**src/rtl/clock_divider_select_multi.sv**
```systemverilog
// NUM_CH independent runtime-programmable clock dividers with a glitch-free
// channel selector and enable gate driving one registered output clock.
module clock_divider_select_multi #(
  parameter int NUM_CH  = 4,
  parameter int DIV_W   = 4,
  parameter int DIV_RST = 0,
  localparam int SEL_W  = (NUM_CH > 1) ? $clog2(NUM_CH) : 1
) (
  input  logic                    clk,
  input  logic                    rst_n,
  input  logic [NUM_CH*DIV_W-1:0] div_i,
  input  logic [SEL_W-1:0]        sel_i,
  input  logic                    en_i,
  output logic [NUM_CH-1:0]       div_clk_o,
  output logic                    clk_o,
  output logic                    busy_o
);

  localparam int SEL_N = 1 << SEL_W;
  // One bit per encodable select value; set only for channels that exist.
  localparam logic [SEL_N-1:0] SEL_VALID = SEL_N'((64'd1 << NUM_CH) - 64'd1);

  typedef enum logic [1:0] {
    ST_RUN,
    ST_PARK,
    ST_WAIT
  } state_t;

  logic [DIV_W-1:0]  cnt    [NUM_CH];
  logic [DIV_W-1:0]  shadow [NUM_CH];
  logic [NUM_CH-1:0] div_clk_q;

  state_t            state;
  logic [SEL_W-1:0]  cur_sel;
  logic [SEL_W-1:0]  tgt_sel;
  logic              en_q;
  logic              clk_q;
  logic              busy_q;

  logic              cur_clk;
  logic              tgt_clk;
  logic              sel_ok;

  assign cur_clk = div_clk_q[cur_sel];
  assign tgt_clk = div_clk_q[tgt_sel];
  assign sel_ok  = SEL_VALID[sel_i];

  // Shadow divisor reloads only on the falling toggle, so every
  // fall-to-fall period is built from a single divisor value.
  always_ff @(posedge clk or negedge rst_n) begin
    if (!rst_n) begin
      for (int unsigned k = 0; k < NUM_CH; k++) begin
        cnt[k]    <= '0;
        shadow[k] <= DIV_W'(DIV_RST);
      end
      div_clk_q <= '0;
    end else begin
      for (int unsigned k = 0; k < NUM_CH; k++) begin
        if (cnt[k] >= shadow[k]) begin
          cnt[k]       <= '0;
          div_clk_q[k] <= ~div_clk_q[k];
          if (div_clk_q[k]) begin
            shadow[k] <= div_i[k*DIV_W +: DIV_W];
          end
        end else begin
          cnt[k] <= cnt[k] + 1'b1;
        end
      end
    end
  end

  always_ff @(posedge clk or negedge rst_n) begin
    if (!rst_n) begin
      en_q <= 1'b0;
    end else if (!cur_clk) begin
      en_q <= en_i;
    end
  end

  always_ff @(posedge clk or negedge rst_n) begin
    if (!rst_n) begin
      state   <= ST_RUN;
      cur_sel <= '0;
      tgt_sel <= '0;
      clk_q   <= 1'b0;
      busy_q  <= 1'b0;
    end else begin
      case (state)
        ST_RUN: begin
          clk_q <= en_q & cur_clk;
          if (sel_i != cur_sel && sel_ok) begin
            tgt_sel <= sel_i;
            state   <= ST_PARK;
            busy_q  <= 1'b1;
          end
        end
        ST_PARK: begin
          if (!cur_clk) begin
            clk_q <= 1'b0;
            state <= ST_WAIT;
          end else begin
            clk_q <= en_q & cur_clk;
          end
        end
        ST_WAIT: begin
          clk_q <= 1'b0;
          if (!tgt_clk) begin
            cur_sel <= tgt_sel;
            state   <= ST_RUN;
            busy_q  <= 1'b0;
          end
        end
        default: begin
          clk_q  <= 1'b0;
          state  <= ST_RUN;
          busy_q <= 1'b0;
        end
      endcase
    end
  end

  assign div_clk_o = div_clk_q;
  assign clk_o     = clk_q;
  assign busy_o    = busy_q;

endmodule

```
**config.mk**
```make
export PLATFORM = sky130hd
export DESIGN_NAME = clock_divider_select_multi
export DESIGN_NICKNAME = d
export VERILOG_FILES = /design/src/rtl/clock_divider_select_multi.sv
export SDC_FILE = /design/constraint.sdc
export NUM_CORES = 1
export LEC_CHECK = 0
export ABC_AREA = 1
export BUFFER_PORTS_ARGS = -buffer_cell sky130_fd_sc_hd__buf_2
export CORE_ASPECT_RATIO = 0.7
export CORE_UTILIZATION = 57
export DETAILED_ROUTE_END_ITERATION = 16
export PLACE_DENSITY = 0.9
export SYNTH_ARGS = -nofsm -noshare
export SYNTH_HDL_FRONTEND = slang
export SYNTH_SLANG_ARGS = --single-unit
```
**constraint.sdc**
```tcl
create_clock -name clk -period 1.64 [get_ports clk]
set_clock_uncertainty 0.15 [all_clocks]
set_input_delay 0.164 -clock clk [delete_from_list [all_inputs] [get_ports clk]]
set_output_delay 0.164 -clock clk [all_outputs]
set_load 0.01 [all_outputs]
```
==> impl_metrics.env <==
export IMPL_status="finished with violations"
export IMPL_violations="setup timing"
export IMPL_ys_ff_latch=45
export IMPL_synth_nets=296
export IMPL_multi_input_area_um2=1260
export IMPL_maxSlewHeadroom_pct=67.0
export IMPL_finalCriticalPeriod_ns=1.74
export IMPL_cts_sinks=45
export IMPL_syn_inst=255
export IMPL_die_x_um=77.6
export IMPL_nFillCells=164
export IMPL_ios=27
export IMPL_core_um2=3670
export IMPL_required_ns=1.70
export IMPL_grt_max_degree=20
export IMPL_yosys_warnings=0
export IMPL_diodes=0
export IMPL_hold_class="in -> async"
export IMPL_fp_row_count=18
export IMPL_syn_area_um2=2280
export IMPL_ant_nets=0
export IMPL_fin_ws_ns=-0.100
export IMPL_cts_root_buf="clkbuf_8"
export IMPL_numCtsBuffers=5
export IMPL_worstSetupStartpointType="flip-flop"
export IMPL_yosysSeqAreaShare_pct=49.4
export IMPL_dr_total_vias=2108
export IMPL_min_period_over_period_pct=106
export IMPL_maxCapViolCount=0
export IMPL_timing_fmax_mhz=575
export IMPL_drc=0
export IMPL_gp_congestion=0.772
export IMPL_dr_pass1_iters=5
export IMPL_grt_overflow_total=0
export IMPL_die_h_um=54.9
export IMPL_setup_worst_path_class="reg -> reg"
export IMPL_wl_per_cell_um=18.3
export IMPL_clk_pin_slew_ns=0.09
export IMPL_hold_viol_final=0
export IMPL_track_usage_pct=26.6
export IMPL_cts_tree="yes"
export IMPL_synth_area_per_cell_um2=8.94
export IMPL_yosysTopAreaCell="dfrtp_1"
export IMPL_synth_top_area_share_pct=49.4
export IMPL_rsz0062_at_grt="yes"
export IMPL_dieArea_um2=4260
export IMPL_drv_slew=0
export IMPL_dp_hpwl_um=3180
export IMPL_fin_hold_ws_ns=0.158
export IMPL_nNetsFinal=369
export IMPL_port_buffers=26
export IMPL_wirelength_um=6930
export IMPL_viasPerCell=5.56
export IMPL_drt_iter0_drc=102
export IMPL_syn2layout_area_growth_pct=40.2
export IMPL_synth_area_top_cells="dfrtp_1, ha_1, nand2_1"
export IMPL_worst_slew_pin_slew_ns=0.496
export IMPL_start_util_pct=62.1
export IMPL_fin_util_pct=87.1
export IMPL_finalSetupViolCount=17
export IMPL_crit_path_end_kind="flip-flop"
export IMPL_antenna_found_initial=0
export IMPL_layout_drive_gt1_share_pct=34.3
export IMPL_clock_latency_ns=0.32
export IMPL_clk_path_buf_depth=2
export IMPL_cp_arrival_ns=1.80
export IMPL_grt_pass1_wl_um=8310
export IMPL_worstPathMaxFanout=5
export IMPL_grt_pass1_vias=1843
export IMPL_layout_area_seq_um2=1130
export IMPL_cts_max_level=2
export IMPL_ys_types=18
==> final timing paths <==
| path | startpoint | to | slack (ns) | cells past startpoint |
|---|---|---|---|---|
| worst max-delay path | shadow[9] | shadow[9] | -0.10 | 9 |
| worst min-delay path | rst_n | shadow[14] | 0.16 | 2 |
| worst max register to register | shadow[9] | shadow[9] | -0.10 | 9 |
| worst min register to register | shadow[10] | shadow[10] | 0.33 | 2 |
| max in group asynchronous | rst_n | shadow[9] | 0.64 | 3 |
| min in group clk | shadow[10] | shadow[10] | 0.33 | 2 |
==> kinds of logic after synthesis <==
group | Yosys count | synth area share (%)
adders and majority gates | 20 | 11.0
buffers and inverters | 38 | 7.13
xor gates and xnor gates | 13 | 4.99
DFF | 45 | 49.4
AOI/OAI and AO/OA | 13 | 3.29
and+or+nand+nor | 126 | 24.2
==> per-stage QoR <==
step / worst slack (ns) / TNS, ns / cell area [um2] / cells
floorplan: 0.166 / 0 / 2280 / 255
global placement: 0.0348 / 0 / 2460 / 330
detailed placement: -0.0111 / -0.0347 / 2460 / 330
CTS: 0.00898 / 0 / 2800 / 360
global route: -0.160 / -2.19 / 3200 / 379
finish: -0.100 / -0.923 / 3200 / 379
==> cell type report <==
type | count | share of cell area, %
Clock inverter | 1 | 0.156
Timing Repair Buffer | 68 | 16.1
Tap cell | 50 | 1.96
Clock buffer | 7 | 3.01
Sequential cell | 45 | 35.3
Inverter | 34 | 3.99
Multi-Input combinational cell | 174 | 39.5
==> per-layer routing <==
layer | wire length (um) | up-vias | part of all wire (%) | track usage [%]
met1 | 2850 | 1034 | 41 | 34.4
met3 | 487 | 23 | 7.0 | 6.89
met2 | 3410 | 93 | 49 | 43.1
met4 | 178 | 0 | 2.6 | 13.5
met5 | 0 | - | 0 | 0
li1 | - | 958 | - | -
==> sequential cells by signal (all words and copies together), names as in the netlist <==
| register | count |
|---|---|
| busy_o | 1 |
| clk_o | 1 |
| cnt | 16 |
| cur_sel | 2 |
| div_clk_o | 4 |
| en_q | 1 |
| shadow | 16 |
| state | 2 |
| tgt_sel | 2 |
==> timing repair <==
item | CTS | global route
endpoints found under the setup margin | 8 | 26
buffers inserted | 2 | 17
hold endpoints to repair | 36 | 0
hold buffers | 20 | 0
cloned | 0 | 2
pin swaps | 0 | 26
gates resized for setup | 3 | 55
==> worst max-delay path: stages (launching register included) <==
cell and delay [ns]:
dfrtp_1 0.40, inv_2 0.07, ha_4 0.28, inv_2 0.03, o21bai_1 0.16, nand2_1 0.17, nand3_4 0.18, nand2_4 0.09
nand2_2 0.07, nand2_1 0.05
==> synth_stat cells <==
library cell,number
o21ai_0,3
nand2_1,64
a21oi_1,5
ha_1,20
o21bai_1,4
o21ai_1,1
dfrtp_1,45
nand3_1,32
buf_2,1
buf_4,1
buf_6,2
nor2_1,20
nand2_2,5
nand3_2,4
inv_1,34
xor2_1,8
nand4_1,1
xnor2_1,5
==> cell usage in the layout, fill, tap and decap left out, drive strengths merged <==
master        n
a21oi         5
xnor2         5
nand3        38
dfrtp        45
clkbuf        7
o21ai         4
nor2         20
o21bai        4
buf          48
inv          34
nand2        69
xor2          8
dlygate4sd3  20
ha           20
clkinv        1
nand4         1
Power is left out: the tool's default activity adds up to more than one toggle a clock period on the data nets, which glitch-free logic cannot reach.
